[src/rtl/cam_pkg.sv]
// rtl/cam_pkg.sv - shared constants, FSM encoding and pixel packing for the camera capture block
package cam_pkg;

  localparam int IMG_W      = 160;
  localparam int IMG_H      = 120;
  localparam int FRAME_SIZE = IMG_W * IMG_H;
  localparam int MAX_ADDR   = FRAME_SIZE - 1;

  typedef enum logic [2:0] {
    IDLE       = 3'd0,
    WAIT_FRAME = 3'd1,
    BYTE1      = 3'd2,
    BYTE2      = 3'd3
  } state_t;

  // RGB565 arrives high byte first; keep the top 4 bits of each colour channel.
  function automatic logic [11:0] rgb565_to_444(input logic [7:0] hi, input logic [7:0] lo);
    return {hi[7:4], hi[2:0], lo[7], lo[4:1]};
  endfunction

endpackage

[src/rtl/sync_edge.sv]
// rtl/sync_edge.sv - two-flop synchronizer with rising-edge detect for a camera control line
module sync_edge (
  input  logic clk,
  input  logic rst,
  input  logic din,
  output logic sync,
  output logic rise
);

  logic s1;
  logic s2;
  logic prev;

  // Two metastability stages plus one history stage for edge detection
  always_ff @(posedge clk) begin
    if (rst) begin
      s1   <= 1'b0;
      s2   <= 1'b0;
      prev <= 1'b0;
    end else begin
      s1   <= din;
      s2   <= s1;
      prev <= s2;
    end
  end

  assign sync = s2;
  assign rise = s2 & ~prev;

endmodule

[src/rtl/cam_capture.sv]
// rtl/cam_capture.sv - OV-style RGB565 camera capture into an RGB444 frame buffer
module cam_capture
  import cam_pkg::*;
#(
  parameter int IMG_W = cam_pkg::IMG_W,
  parameter int IMG_H = cam_pkg::IMG_H,
  parameter int AW    = 15,
  parameter int DW    = 12
) (
  input  logic          clk,
  input  logic          rst,
  input  logic          CAM_PCLK,
  input  logic          CAM_HREF,
  input  logic          CAM_VSYNC,
  input  logic [7:0]    CAM_px_data,
  output logic [AW-1:0] DP_RAM_addr_in,
  output logic [DW-1:0] DP_RAM_data_in,
  output logic          DP_RAM_regW,
  output logic          frame_done,
  output logic [2:0]    state
);

  // Writes are allowed only while the address is below one full frame.
  localparam logic [AW-1:0] ADDR_LIMIT = AW'(IMG_W * IMG_H);

  logic       pclk_sync;
  logic       pclk_rise;
  logic       vsync_sync;
  logic       vsync_rise;
  logic       href_s1;
  logic       href_s2;
  logic [7:0] data_s1;
  logic [7:0] data_s2;
  logic [7:0] byte1;
  state_t     cur;

  sync_edge u_sync_pclk (
    .clk  (clk),
    .rst  (rst),
    .din  (CAM_PCLK),
    .sync (pclk_sync),
    .rise (pclk_rise)
  );

  sync_edge u_sync_vsync (
    .clk  (clk),
    .rst  (rst),
    .din  (CAM_VSYNC),
    .sync (vsync_sync),
    .rise (vsync_rise)
  );

  // HREF and data take the same two-stage path so they line up with the PCLK edge
  always_ff @(posedge clk) begin
    if (rst) begin
      href_s1 <= 1'b0;
      href_s2 <= 1'b0;
      data_s1 <= '0;
      data_s2 <= '0;
    end else begin
      href_s1 <= CAM_HREF;
      href_s2 <= href_s1;
      data_s1 <= CAM_px_data;
      data_s2 <= data_s1;
    end
  end

  // Capture FSM: frame sync, byte pairing, write strobe and saturating address
  always_ff @(posedge clk) begin
    if (rst) begin
      cur            <= IDLE;
      DP_RAM_addr_in <= '0;
      DP_RAM_data_in <= '0;
      DP_RAM_regW    <= 1'b0;
      frame_done     <= 1'b0;
      byte1          <= '0;
    end else begin
      DP_RAM_regW <= 1'b0;
      frame_done  <= 1'b0;

      // Address advances the cycle after the write strobe; a frame clear below takes precedence.
      if (DP_RAM_regW && (DP_RAM_addr_in < ADDR_LIMIT)) begin
        DP_RAM_addr_in <= DP_RAM_addr_in + 1'b1;
      end

      case (cur)
        IDLE: begin
          if (vsync_sync) begin
            cur <= WAIT_FRAME;
          end
        end

        WAIT_FRAME: begin
          if (!vsync_sync) begin
            DP_RAM_addr_in <= '0;
            cur            <= BYTE1;
          end
        end

        BYTE1: begin
          if (vsync_rise) begin
            frame_done <= 1'b1;
            cur        <= WAIT_FRAME;
          end else if (pclk_rise && href_s2) begin
            byte1 <= data_s2;
            cur   <= BYTE2;
          end
        end

        BYTE2: begin
          // A completed pixel is written even if the frame ends in the same cycle.
          if (pclk_rise && href_s2 && (DP_RAM_addr_in < ADDR_LIMIT)) begin
            DP_RAM_data_in <= DW'(rgb565_to_444(byte1, data_s2));
            DP_RAM_regW    <= 1'b1;
          end
          if (vsync_rise) begin
            frame_done <= 1'b1;
            cur        <= WAIT_FRAME;
          end else if (pclk_rise) begin
            // HREF low at this edge drops the half pixel so the next line starts aligned.
            cur <= BYTE1;
          end
        end

        default: cur <= IDLE;
      endcase
    end
  end

  assign state = cur;

endmodule

[config.mk]
export PLATFORM = sky130hd
export DESIGN_NAME = cam_capture
export DESIGN_NICKNAME = d
export VERILOG_FILES = /design/src/rtl/cam_pkg.sv /design/src/rtl/sync_edge.sv /design/src/rtl/cam_capture.sv
export SDC_FILE = /design/constraint.sdc
export NUM_CORES = 1
export LEC_CHECK = 0
export ABC_AREA = 1
export CELL_PAD_IN_SITES_DETAIL_PLACEMENT = 0
export CELL_PAD_IN_SITES_GLOBAL_PLACEMENT = 2
export CORE_ASPECT_RATIO = 0.7
export CORE_MARGIN = 3
export CORE_UTILIZATION = 35
export CTS_CLUSTER_DIAMETER = 100
export CTS_CLUSTER_SIZE = 25
export DETAILED_ROUTE_END_ITERATION = 16
export DONT_BUFFER_PORTS = 1
export PLACE_DENSITY = 0.81
export SLEW_MARGIN = 5
export SYNTH_ARGS = -nofsm -noshare
export SYNTH_HDL_FRONTEND = slang
export SYNTH_SLANG_ARGS = --single-unit
[constraint.sdc]
create_clock -name clk -period 2.1 [get_ports clk]
set_input_delay 0.525 -clock clk [delete_from_list [all_inputs] [get_ports clk]]
set_output_delay 0.525 -clock clk [all_outputs]
set_load 0.02 [all_outputs]
* Word-level counts from Yosys, hierarchy flattened
Index checks and enable logic that the tools add are counted.
** Operators by class
- $add $sub $neg :: 1
- Order comparisons :: 1
- Equal/unequal tests :: 7
- Mux-type cells :: 12
- Bitwise gates (word level) :: 7
- Reduce and logical (&&, ||, !) cells :: 10
** Operators by type and width (count)
- 15-bit two-way mux :: 3
- 3-bit two-way mux :: 6
- 15-bit by 1-bit adder with 15-bit output, second input constant :: 1
- 15-bit less-than comparator, second input constant :: 1
- 3-bit case mux with 4 select lines :: 1
- 3-bit by 2-bit == test with 1-bit output, second input constant :: 2
- 3-bit by 2-bit inequality test with 1-bit output, second input constant :: 2
- 2-bit OR reduction :: 3
- 1-bit NOT :: 5
- 4-bit AND reduction :: 1
- 3-bit by 1-bit == test with 1-bit output, second input constant :: 1
- 1-bit logical AND :: 3
- 3-bit logical NOT :: 1
- 3-bit AND reduction :: 1
- 1-bit bitwise AND :: 2
- 1-bit two-way mux :: 2
- 2-bit by 1-bit inequality test with 1-bit output, second input constant :: 1
- 2-bit inequality test, second input constant :: 1
- 2-bit AND reduction :: 1
** Storage, ports and cells
- Bits in registers :: 64
- Bits of input ports :: 13
- Output and inout bits :: 32
- Logic and storage cells :: 54

* Depth between registers and ports, before layout
- Depth in word-level cells :: 6
- Gate-level depth with buffers :: 9
- Gate-level depth less buffers :: 9

* By module
Synthesis repeated with hierarchy kept, for this count alone.
** Unflattened totals
- Cells, all modules :: 316
- Area total of the unflattened synthesis :: 2352.3 um^2
** Modules (own cells, without submodules)
- cam_capture :: instances 1, cells an instance 296, area each 2179.6 um^2, sequential area each 1121.1 um^2
- sync_edge :: instances 2, cells an instance 10, area each 86.3 um^2, sequential area each 60.1 um^2

* Worst setup path after synthesis
Ideal clock, no wire load.
- Path type :: reg2reg
- Start :: register DP_RAM_addr_in[0]
- End :: register DP_RAM_addr_in[12]
- Library setup time :: 0.114 ns
- Data arrival time :: 1.315 ns
- Data required time :: 1.986 ns
- Setup slack :: 0.671 ns
- Stages on the path, launching flop included :: 9
- Path buffers :: 0
- Clock period less this slack :: 1.429 ns
- Cell sequence :: dfxtp_1 > ha_1 > nand3_2 > nor2_4 > nand2_1 > nor2_1 > nand2_1 > nand2_1 > nor2_1
** Between the ends
- Cells in the longest elaborated chain, start to end :: 5
- Elaborated cells on any way between the ends :: 6
- Classes of those cells :: add/sub (1); order compare (1); mux (3); reduce/logical (1)
** Ends and longest elaborated chain
- start, declared :: line cam_capture.sv:16 : output logic [AW-1:0] DP_RAM_addr_in,
- start signal, assigned :: line cam_capture.sv:83 : DP_RAM_addr_in <= DP_RAM_addr_in + 1'b1;
- 15-bit less-than comparator :: line cam_capture.sv:82 : if (DP_RAM_regW && (DP_RAM_addr_in < ADDR_LIMIT)) begin
- 1-bit logical AND :: line cam_capture.sv:82
- 15-bit two-way mux (*) :: line cam_capture.sv:82
- 15-bit two-way mux :: line cam_capture.sv:94 : if (!vsync_sync) begin
- 15-bit two-way mux (*) :: line cam_capture.sv:86 : case (cur)
Every way passes the cells marked *; elsewhere a longest branch is shown, timed or not.
A chain may end at the register's enable or synchronous reset.

* Worst setup path after layout
- Start :: register cur[0], in the netlist state[0]
- End :: register DP_RAM_data_in[8]
** Between the ends
- Cells in the longest elaborated chain, start to end :: 2
** Ends and longest elaborated chain
- start, declared :: line cam_capture.sv:35 : state_t cur;
- start signal, assigned :: line cam_capture.sv:71 : cur <= IDLE;
- start signal, assigned :: line cam_capture.sv:89 : cur <= WAIT_FRAME;
- start signal, assigned :: line cam_capture.sv:96 : cur <= BYTE1;
- 3-bit by 2-bit == test with 1-bit output :: line cam_capture.sv:86
- 2-bit AND reduction (no source line)
- end signal, assigned :: line cam_capture.sv:113 : DP_RAM_data_in <= DW'(rgb565_to_444(byte1, data_s2));
- end, declared :: line cam_capture.sv:17 : output logic [DW-1:0] DP_RAM_data_in,
No other way between the ends.

==> flow_metrics.env <==
export IMPL_drcViolationCount=0
export IMPL_criticalPathCategory="register to register"
export IMPL_hold_class="primary input to register"
export IMPL_drtIter0Drc=57
export IMPL_final_common_cell="nor2_1"
export IMPL_die_y_um=74.4
export IMPL_finalCritPeriodShare=0.790
export IMPL_gp_routability_congestion=0.725
export IMPL_required_ns=2.36
export IMPL_drt_first_pass_iters=4
export IMPL_dpl_instance_area_um2=2410
export IMPL_clkSlewWorstSetupHoldPaths_ns=0.06
export IMPL_netlist_instances=310
export IMPL_hold_buffers=0
export IMPL_antenna_found_initial=0
export IMPL_diodes=0
export IMPL_num_rows=24
export IMPL_io_buffers=0
export IMPL_cap_violations=0
export IMPL_p_leak_uw=0.00102
export IMPL_synth_nets=324
export IMPL_cts_tree="done"
export IMPL_period_minus_slack_ns=1.66
export IMPL_cts_buffers=9
export IMPL_endpoint_kind="register"
export IMPL_clock_sinks=62
export IMPL_grt_max_degree=31
export IMPL_avgViaCountPerCell=4.17
export IMPL_netlist_area_um2=2340
export IMPL_dieArea_um2=7720
export IMPL_status="finished clean"
export IMPL_tightest_slew_ns=0.503
export IMPL_final_area_um2=2600
export IMPL_vias=1700
export IMPL_rsz0062_at_grt="no"
export IMPL_grt_ovfl_total=0
export IMPL_ios=45
export IMPL_core_area_um2=6340
export IMPL_yosysSeqAreaShare=0.530
export IMPL_grt_pass1_vias=1522
export IMPL_maxClockFrequency_mhz=602
export IMPL_areaGrowthSynthToFinish_pct=11.1
export IMPL_yosysUniqueCellTypes=28
export IMPL_finalWirelength_mm=4.83
export IMPL_clk_latency_ns=0.33
export IMPL_cts_resized_gates=0
export IMPL_hold_viol=0
export IMPL_yosys_register_bits=62
export IMPL_cts_root_buf="clkbuf_8"
export IMPL_peakVddDrop_mv=0.445
export IMPL_h_tree_depth=3
export IMPL_worstPathArrival_ns=1.92
export IMPL_ys_flop_type="dfxtp_1"
export IMPL_avgSynthCellArea_um2=7.55
export IMPL_dp_final_hpwl_mm=3.42
export IMPL_relSlewSlack=0.664
export IMPL_fin_nets=328
export IMPL_startpoint_type="register"
export IMPL_mostFrequentLayoutCells="nor2_1 (96), dfxtp_1 (62), nand2_1 (40)"
export IMPL_synth_edf_count=0
export IMPL_initial_core_util=0.369
export IMPL_setup_tns_final_ns=0
export IMPL_postCtsSetupRepairBufs=0
export IMPL_drv_slew=0
export IMPL_grt_total_usage=0.137
export IMPL_ant_nets=0
export IMPL_setup_viol=0
export IMPL_synthArstFlopShare=0
export IMPL_p_per_area_nw_per_um2=931
export IMPL_yosysWarnings=0
export IMPL_cts_buffer_depth=2
export IMPL_wire_per_inst_um=11.8
export IMPL_layout_drive_gt1_share=0.0852
export IMPL_worstPathMaxFanout=14
export IMPL_die_x_um=104
export IMPL_grt_pass1_wl_mm=8.13
export IMPL_fin_skew_ns=0.00904
-- state kept, by name (all words and copies together), names as in the netlist, 2 cells and up --
register        flops
state               2
DP_RAM_data_in     12
data_s2             8
DP_RAM_addr_in     15
data_s1             8
byte1               7
-- kinds of logic after synthesis --
kind of cell	synth area share
buf+inv	0.0893
compound gates	0.0877
flops	0.530
xor+xnor	0.00749
fa+ha+maj	0.00535
simple gates	0.278
other cells	0.00160
-- cell usage after synthesis (3+ instances only) --
cell     count  area (um^2)
dfxtp_1     62         1240
o21ai_1     12         60.1
o21ai_0     15         75.1
inv_2        4         15.0
nor2_1      96          360
nand2_1     40          150
inv_1       37          139
nand3_2      3         30.0
nand3_1      9         45.0
a21oi_1      8         40.0
-- critical path: stages, from the launching register on --
cell     delay [ns]
dfxtp_1        0.63
nand2_1        0.10
nor2_1         0.16
nand3_2        0.26
inv_2          0.28
nor2_1         0.06
nor2_1         0.10
-- where the power goes --
part	leakage, uW	total [uW]	internal, uW	switching (uW)
Clock	0.0000956	1010	601	411
Combinational	0.000422	148	53.6	94.0
Sequential	0.000505	1260	1210	50.5
Total	0.00102	2420	1860	555
-- per-layer routing --
metal | wire length (um) | global-route usage
met5 | 0 | 0
met4 | 15 | 0.0354
met3 | 271 | 0.0668
met2 | 1790 | 0.176
met1 | 2750 | 0.199
-- through the flow --
step	setup WS [ns]	hold WS [ns]	instances	total power, uW	utilization
detailed placement	0.434	0.393	394	1430	0.380
CTS	0.413	0.243	408	2460	0.410
finish	0.440	0.261	408	2420	0.410
global placement	0.500	0.392	394	1440	0.380
global route	0.227	0.232	408	2540	0.410
floorplan	0.671	0.388	310	1400	-
-- final timing paths --
kind	start	end	slack (ns)	cells past startpoint
worst min-delay path	rst	data_s1[1]	0.26	1
worst min register to register	data_s1[7]	data_s2[7]	0.40	2
worst max register to register	state[0]	DP_RAM_data_in[8]	0.44	6
worst max-delay path	state[0]	DP_RAM_data_in[8]	0.44	6
-- final cells by class --
class | count | area, um^2
Timing Repair Buffer | 1 | 7.51
Inverter | 42 | 158
Clock buffer | 13 | 159
Tap cell | 91 | 114
Multi-Input combinational cell | 198 | 890
Sequential cell | 62 | 1240
Clock inverter | 1 | 30.0
Fill cell | 654 | 3740
(Power assumes the default switching activity.)
